==> config.mk <==
export PLATFORM = sky130hd
export DESIGN_NAME = pipe_column_gen
export DESIGN_NICKNAME = d
export VERILOG_FILES = /design/src/rtl/pipe_column_gen.sv
export SDC_FILE = /design/constraint.sdc
export NUM_CORES = 1
export LEC_CHECK = 0
export CAP_MARGIN = 20
export CORE_MARGIN = 2
export CORE_UTILIZATION = 36
export DETAILED_ROUTE_END_ITERATION = 8
export HOLD_SLACK_MARGIN = 0.08
export PLACE_DENSITY_LB_ADDON = 0.15
export SYNTH_ARGS = -nofsm -noshare
export SYNTH_HDL_FRONTEND = slang
export SYNTH_SLANG_ARGS = --single-unit
==> constraint.sdc <==
create_clock -name clk -period 1.77 [get_ports clk]
set_input_delay 0.2655 -clock clk [delete_from_list [all_inputs] [get_ports clk]]
set_output_delay 0.2655 -clock clk [all_outputs]
set_load 0.01 [all_outputs]
==> src/rtl/pipe_column_gen.sv <==
// Pipe-column generator: produces scroll/gravity tick pulses and one 16-bit pipe
// column per scroll tick, alternating empty spacing runs with fixed-height-gap pipes.
module pipe_column_gen #(
  parameter int         MOVE_DIV     = 8,
  parameter int         GRAV_DIV     = 4,
  parameter int         PIPE_SPACING = 6,
  parameter int         PIPE_WIDTH   = 2,
  parameter int         GAP_HEIGHT   = 4,
  parameter logic [7:0] LFSR_SEED    = 8'hA5
) (
  input  logic        clk,
  input  logic        reset,
  input  logic        enable,
  input  logic        gameOver,
  output logic        movePipeOn,
  output logic        gravityOn,
  output logic        newPipeOn,
  output logic [15:0] newPipeCol,
  output logic [3:0]  gapBase,
  output logic [1:0]  state_dbg
);

  localparam int MW      = $clog2(MOVE_DIV);
  localparam int GW      = $clog2(GRAV_DIV);
  localparam int CMAX    = (PIPE_SPACING > PIPE_WIDTH) ? PIPE_SPACING : PIPE_WIDTH;
  localparam int CW      = $clog2(CMAX + 1);
  localparam int GAP_MOD = 14 - GAP_HEIGHT + 1;

  localparam logic [7:0]    SEED       = (LFSR_SEED == 8'h00) ? 8'h01 : LFSR_SEED;
  localparam logic [MW-1:0] MOVE_LAST  = MW'(MOVE_DIV - 1);
  localparam logic [GW-1:0] GRAV_LAST  = GW'(GRAV_DIV - 1);
  localparam logic [CW-1:0] SPACE_LAST = CW'(PIPE_SPACING - 1);
  localparam logic [CW-1:0] PIPE_LAST  = CW'(PIPE_WIDTH - 1);

  typedef enum logic [1:0] {
    IDLE  = 2'd0,
    SPACE = 2'd1,
    PIPE  = 2'd2
  } state_e;

  state_e        state_q, state_d;
  logic [MW-1:0] move_cnt_q, move_cnt_d;
  logic [GW-1:0] grav_cnt_q, grav_cnt_d;
  logic [CW-1:0] col_cnt_q, col_cnt_d;
  logic [7:0]    lfsr_q, lfsr_d;
  logic [3:0]    gap_base_q, gap_base_d;
  logic          move_pulse_q, move_pulse_d;
  logic          grav_pulse_q, grav_pulse_d;
  logic          new_on_q, new_on_d;
  logic [15:0]   new_col_q, new_col_d;
  logic          move_tick, grav_tick;

  // 1 = pipe, 0 = open row inside the gap window starting at gb.
  function automatic logic [15:0] col_for(input logic [3:0] gb);
    logic [15:0] c;
    c = '1;
    for (int r = 0; r < 16; r++) begin
      if (r >= int'(gb) && r < int'(gb) + GAP_HEIGHT) c[r] = 1'b0;
    end
    return c;
  endfunction

  always_comb begin
    state_d      = state_q;
    move_cnt_d   = move_cnt_q;
    grav_cnt_d   = grav_cnt_q;
    col_cnt_d    = col_cnt_q;
    gap_base_d   = gap_base_q;
    move_pulse_d = 1'b0;
    grav_pulse_d = 1'b0;
    new_on_d     = 1'b0;
    new_col_d    = '0;
    move_tick    = (move_cnt_q == MOVE_LAST);
    grav_tick    = (grav_cnt_q == GRAV_LAST);
    // LFSR free-runs whenever out of reset, regardless of game state.
    lfsr_d       = lfsr_q[0] ? ((lfsr_q >> 1) ^ 8'hB8) : (lfsr_q >> 1);

    if (!enable) begin
      state_d    = IDLE;
      move_cnt_d = '0;
      grav_cnt_d = '0;
      col_cnt_d  = '0;
    end else if (state_q == IDLE) begin
      move_cnt_d = '0;
      grav_cnt_d = '0;
      col_cnt_d  = '0;
      if (!gameOver) state_d = SPACE;
    end else if (!gameOver) begin
      move_cnt_d   = move_tick ? '0 : move_cnt_q + 1'b1;
      grav_cnt_d   = grav_tick ? '0 : grav_cnt_q + 1'b1;
      grav_pulse_d = grav_tick;
      if (move_tick) begin
        move_pulse_d = 1'b1;
        if (state_q == SPACE) begin
          if (col_cnt_q == SPACE_LAST) begin
            gap_base_d = 4'(1 + (int'(lfsr_q[3:0]) % GAP_MOD));
            state_d    = PIPE;
            col_cnt_d  = '0;
          end else begin
            col_cnt_d = col_cnt_q + 1'b1;
          end
        end else begin
          new_on_d  = 1'b1;
          new_col_d = col_for(gap_base_q);
          if (col_cnt_q == PIPE_LAST) begin
            state_d   = SPACE;
            col_cnt_d = '0;
          end else begin
            col_cnt_d = col_cnt_q + 1'b1;
          end
        end
      end
    end
  end

  always_ff @(posedge clk or negedge reset) begin
    if (!reset) begin
      state_q      <= IDLE;
      move_cnt_q   <= '0;
      grav_cnt_q   <= '0;
      col_cnt_q    <= '0;
      lfsr_q       <= SEED;
      gap_base_q   <= '0;
      move_pulse_q <= 1'b0;
      grav_pulse_q <= 1'b0;
      new_on_q     <= 1'b0;
      new_col_q    <= '0;
    end else begin
      state_q      <= state_d;
      move_cnt_q   <= move_cnt_d;
      grav_cnt_q   <= grav_cnt_d;
      col_cnt_q    <= col_cnt_d;
      lfsr_q       <= lfsr_d;
      gap_base_q   <= gap_base_d;
      move_pulse_q <= move_pulse_d;
      grav_pulse_q <= grav_pulse_d;
      new_on_q     <= new_on_d;
      new_col_q    <= new_col_d;
    end
  end

  assign movePipeOn = move_pulse_q;
  assign gravityOn  = grav_pulse_q;
  assign newPipeOn  = new_on_q;
  assign newPipeCol = new_col_q;
  assign gapBase    = gap_base_q;
  assign state_dbg  = state_q;

endmodule

**Yosys cells after proc, flatten, opt, wreduce, memory -nomap -nowiden**

Index checks and enable logic that the tools add are counted.

- Bits in registers: 41
- Input bits: 4
- Output and inout bits: 25
- Word-level logic and storage cells: 136

- Add/subtract/negate cells: 5
- Div/mod/pow operators: 1
- Magnitude comparators: 31
- Equality and inequality tests: 10
- Mux-type cells: 57
- Bitwise gates (word level): 3
- Reduce and logical (&&, ||, !) cells: 19

Operators with widths:

| kind | number |
|---|---|
| < comparator 5 x 32 -> 1 bit, first input constant | 7 |
| < comparator 4 x 32 -> 1 bit, first input constant | 4 |
| two-way mux 16 bit | 5 |
| < comparator 3 x 32 -> 1 bit, first input constant | 2 |
| two-way mux 3 bit | 11 |
| < comparator 1 x 32 -> 1 bit, first input constant | 1 |
| < comparator 2 x 32 -> 1 bit, first input constant | 1 |
| remainder unit 5 x 5 -> 32 bit, second input constant | 1 |
| greater-or-equal comparator 4 bit, first input constant | 7 |
| two-way mux 1 bit | 28 |
| two-way mux 2 bit | 12 |
| greater-or-equal comparator 3 x 4 -> 1 bit, first input constant | 4 |
| logical AND 1 bit | 15 |
| greater-or-equal comparator 1 x 4 -> 1 bit, first input constant | 2 |
| greater-or-equal comparator 2 x 4 -> 1 bit, first input constant | 2 |
| two-way mux 8 bit | 1 |
| adder 3 x 1 -> 3 bit, second input constant | 2 |
| == test 3 bit, second input constant | 2 |
| AND reduction 6 bit | 1 |
| adder 4 x 3 -> 5 bit, second input constant | 1 |
| < comparator 4 x 5 -> 1 bit, first input constant | 1 |
| adder 2 x 4 -> 4 bit, first input constant | 1 |
| inequality test 4 x 1 -> 1 bit, second input constant | 1 |
| inequality test 4 x 3 -> 1 bit, second input constant | 1 |
| 12 further kinds | 13 |

**Logic depth before layout (Yosys ltp)**

- Depth after elaboration: 9
- Mapped depth: 7
- Gate-level depth less buffers: 6

**Worst setup path after synthesis**

OpenSTA, ideal clock, no wires.

- Path type: flip-flop to flip-flop
- Start point: reg lfsr_q[1]
- End point: reg gap_base_q[1] (netlist: gapBase[1])
- Setup time: 125 ps
- Arrival: 1747 ps
- Required time: 1645 ps
- Slack: -102 ps
- Cell stages (with the launch flop): 6
- Path buffers: 0
- Clock period less this slack: 1872 ps
- Cells stage by stage: dfrtp_1 ha_1 o21ai_0 mux2_2 ha_1 mux2_4

- Cells in the longest elaborated chain, start to end: 2

Ends and longest elaborated chain:

| what | line | RTL |
|---|---|---|
| from (decl) | 45 | `logic [7:0] lfsr_q, lfsr_d;` |
| from (signal assigned) | 133 | `lfsr_q <= lfsr_d;` |
| remainder unit 5 x 5 -> 32 bit | 96 | `gap_base_d = 4'(1 + (int'(lfsr_q[3:0]) % GAP_MOD));` |
| adder 2 x 4 -> 4 bit | 96 |  |
| to (signal assigned) | 134 | `gap_base_q <= gap_base_d;` |
| to (decl) | 46 | `logic [3:0] gap_base_q, gap_base_d;` |

Every way passes these cells.
A chain may end at the register's enable or synchronous reset.

**Worst setup path after layout**

Ends and elaborated chain as after synthesis.

==> metrics.md <==
| Metric | Value |
|---|---|
| Placer congestion estimate | 0.752 |
| Number of design rule violations left after detail routing | 0 |
| Clock skew after layout | 0.00402 ns |
| Number of placement rows | 26 |
| Top fanout value on the critical path | 2 |
| RSZ-0062 raised after global routing | false |
| DRT antenna net count | 0 |
| Wire length per cell | 12.5 um |
| Post-synth EDFFs | 0 |
| Maximum number of pins on one net before global-route repair | 42 |
| Final Max Tran Viols | 0 |
| Number of endpoints failing setup at the final stage | 0 |
| Die boundary height | 76.0 um |
| Clock sink count | 41 |
| DR vias/cell | 4.68 |
| Setup slack of the worst register-to-register path | 0.06 ns |
| Static power due to leakage | 1.19 nW |
| Final hold violations | 0 |
| Part of the cycle the worst path needs | 0.967 |
| # Max-Cap Violations | 0 |
| Worst setup margin | 0.0586 ns |
| Vias | 1,311 |
| Number of DRC markers in iteration 0 | 84 |
| Share of flip-flops with an asynchronous set or reset | 1.00 |
| Cell Area, Synth | 1870 um^2 |
| Congestion Overflow GR | 0 |
| Fraction of final layout cells with drive strength greater than 1 | 0.167 |
| Floorplan Core Area | 5040 um^2 |
| Smallest hold slack | 0.396 ns |
| Flip-flop and latch count after synthesis | 41 |
| First-pass DRT Iterations | 4 |
| Area grow syn2layout | 31.7% |
| Final HPWL DP | 2490 um |
| Final-stage net count | 225 |
| Crit path from | lfsr_q[1] |
| H-tree depth | 2 |
| Crit path capture type | flop |
| TritonCTS clock tree | built |
| Relative slew slack | 0.664 |
| Average instance area after synthesis | 11.3 um^2 |
| Arrival time reported for the critical path endpoint | 1.89 ns |
| Global Route Usage Sum | 0.131 |
| Final-layout setup total negative slack | 0 ns |
| Achievable Freq | 584 MHz |
| Result of the run | finished, final reports clean |
| Total die area | 5770 um^2 |
| Clock latency on the worst-skew pair | 0.29 ns |
| Worst Max-Slew Pin Slew | 0.504 ns |
| Max VDD drop | 345 uV |
| Placement Setup Slack | 0.0202 ns |
| Final critical-path required period | 1.71 ns |
| Post-Synthesis Net Count | 181 |
| Crit path capture | gapBase[1] |
| Distinct cell type count after synthesis | 38 |
| Total CTS buffers | 5 |
| Sequential-to-total area share from yosys stat | 0.553 |
| Number of global-route vias before repair | 1,304 |
| Commonest register cell after synthesis | sky130_fd_sc_hd__dfrtp_1 |
| Die width | 76.0 um |
| Initial cell density of the core | 0.370 |
| Synth warnings | 0 |
| Wire length of the first global-routing pass | 6070 um |
| Clock buffer depth | 2 |
| Depth of the worst register-to-register path | 5 |
| Power per unit of standard cell area | 713 nW/um^2 |
| Hold/Removal Path Class | reg -> reg |
| Synthesized netlist cell count | 165 |
| Initial antenna violation count | 0 |
| Number of fill cells in the layout | 450 |
| Clock slew seen by the registers of the worst setup and hold paths | 0.08 ns |
| Total length of routed wires | 3510 um |
| Root buffer cell | sky130_fd_sc_hd__clkbuf_8 |
| Port bufs | 28 |
| # IOs | 29 |
| Worst endpoint required time | 1.95 ns |
| Worst R2R Start | lfsr_q[1] |
| Reg2Reg Capture Point | gapBase[1] |
| Diodes inserted | 0 |
| Type of the setup path with the least slack | reg -> reg |
| Startpoint class of the critical path | flop |
## cell families after synthesis
group | count (synthesis) | synth area share
xor+xnor | 6 | 0.0282
flops | 41 | 0.553
mux | 9 | 0.0516
buf+inv | 14 | 0.0302
fa+ha+maj | 12 | 0.0805
compound gates | 39 | 0.131
simple gates | 44 | 0.126
## layer usage
metal | track usage | part of all wire
met5 | 0 | 0
met4 | 0.0618 | 0.017
met3 | 0.0379 | 0.036
met2 | 0.212 | 0.49
met1 | 0.161 | 0.45
## cell type report
| class | instances | area [um^2] | share of cell area |
|---|---|---|---|
| multi-input cells | 110 | 806 | 0.328 |
| flip-flops and latches | 41 | 1030 | 0.420 |
| clock buffers | 5 | 68.8 | 0.0280 |
| clock inverters | 3 | 46.3 | 0.0188 |
| well taps | 70 | 87.6 | 0.0357 |
| repair buffers | 42 | 383 | 0.156 |
| inverters | 9 | 33.8 | 0.0138 |
## state kept, by name (all words and copies together), names as in the netlist
name and flops:
newPipeCol 16, lfsr_q 8, gapBase 4, col_cnt_q 3, move_cnt_q 3, grav_cnt_q 2, state_dbg 2, gravityOn 1
movePipeOn 1, newPipeOn 1
## synth_stat cells, types with 2 or more instances
cell type                   n  share of area
sky130_fd_sc_hd__buf_2      3         0.0080
sky130_fd_sc_hd__nand3_1    2         0.0054
sky130_fd_sc_hd__inv_1      9          0.018
sky130_fd_sc_hd__ha_1      12          0.080
sky130_fd_sc_hd__nand2b_1   2         0.0067
sky130_fd_sc_hd__nor3_1     2         0.0054
sky130_fd_sc_hd__a211oi_1   3          0.012
sky130_fd_sc_hd__mux2i_1    7          0.038
sky130_fd_sc_hd__a32o_1     4          0.021
sky130_fd_sc_hd__o21ai_0    6          0.016
sky130_fd_sc_hd__dfrtp_1   37           0.50
sky130_fd_sc_hd__xor2_1     5          0.023
sky130_fd_sc_hd__a21oi_1   18          0.048
sky130_fd_sc_hd__clkbuf_1   2         0.0040
sky130_fd_sc_hd__nand2_1   12          0.024
sky130_fd_sc_hd__nor2b_1    4          0.013
sky130_fd_sc_hd__dfstp_2    4          0.056
sky130_fd_sc_hd__nor2_1    13          0.026
## worst min-delay path by stage
stage,from,to,slack [ns],depth (start not counted)
after floorplan,reset,col_cnt_q[0],-0.03,0
after global placement,reset,gravityOn,0.35,2
after detailed placement,reset,grav_cnt_q[0],0.36,2
after CTS,lfsr_q[7],lfsr_q[6],0.40,0
after global routing,lfsr_q[7],lfsr_q[6],0.40,0
final,lfsr_q[7],lfsr_q[6],0.40,0
## critical path, cell delays in order (launching register included)
cell	delay (ns)
sky130_fd_sc_hd__dfrtp_1	0.42
sky130_fd_sc_hd__ha_4	0.18
sky130_fd_sc_hd__o21ai_2	0.17
sky130_fd_sc_hd__mux2_4	0.31
sky130_fd_sc_hd__ha_1	0.27
sky130_fd_sc_hd__mux2_4	0.26
## through the flow
step                      cell area [um^2]  std cells  utilization  power, W
after floorplan                       1870        165            -  0.000982
after global placement                2290        269        0.455   0.00102
after detailed placement              2290        269        0.455   0.00102
after CTS                             2420        278        0.479   0.00178
after global routing                  2460        280        0.487   0.00183
final                                 2460        280        0.487   0.00175
## what timing repair did
action / CTS / global route
buffers inserted: 0 / 2
hold endpoints to repair: 37 / 0
resized for setup: 0 / 4
setup endpoints to repair: 0 / 2
hold buffers: 1 / 0
## placed cells by master, fill, tap and decap left out, types with 2 or more instances in the layout
cell,Yosys,layout
sky130_fd_sc_hd__a211oi_1,3,3
sky130_fd_sc_hd__mux2i_1,7,7
sky130_fd_sc_hd__ha_1,12,11
sky130_fd_sc_hd__dfstp_2,4,4
sky130_fd_sc_hd__inv_1,9,9
sky130_fd_sc_hd__clkdlybuf4s50_1,0,27
sky130_fd_sc_hd__nor2b_1,4,4
sky130_fd_sc_hd__mux2_4,1,2
sky130_fd_sc_hd__nor2_1,13,13
sky130_fd_sc_hd__nor3_1,2,2
sky130_fd_sc_hd__nand2_1,12,12
sky130_fd_sc_hd__dfrtp_1,37,37
sky130_fd_sc_hd__buf_4,0,13
sky130_fd_sc_hd__clkbuf_8,0,5
sky130_fd_sc_hd__o21ai_0,6,5
sky130_fd_sc_hd__nand2b_1,2,2
sky130_fd_sc_hd__xor2_1,5,5
sky130_fd_sc_hd__a32o_1,4,4
sky130_fd_sc_hd__a21oi_1,18,18
sky130_fd_sc_hd__nand3_1,2,2
## where the power goes
group	internal (W)	leakage, nW	switching, W
registers	0.000940	0.541	0.00000348
logic	0.0000247	0.594	0.0000357
clock network	0.000422	0.0543	0.000325
total	0.00139	1.19	0.000364
(Power assumes the default switching activity.)
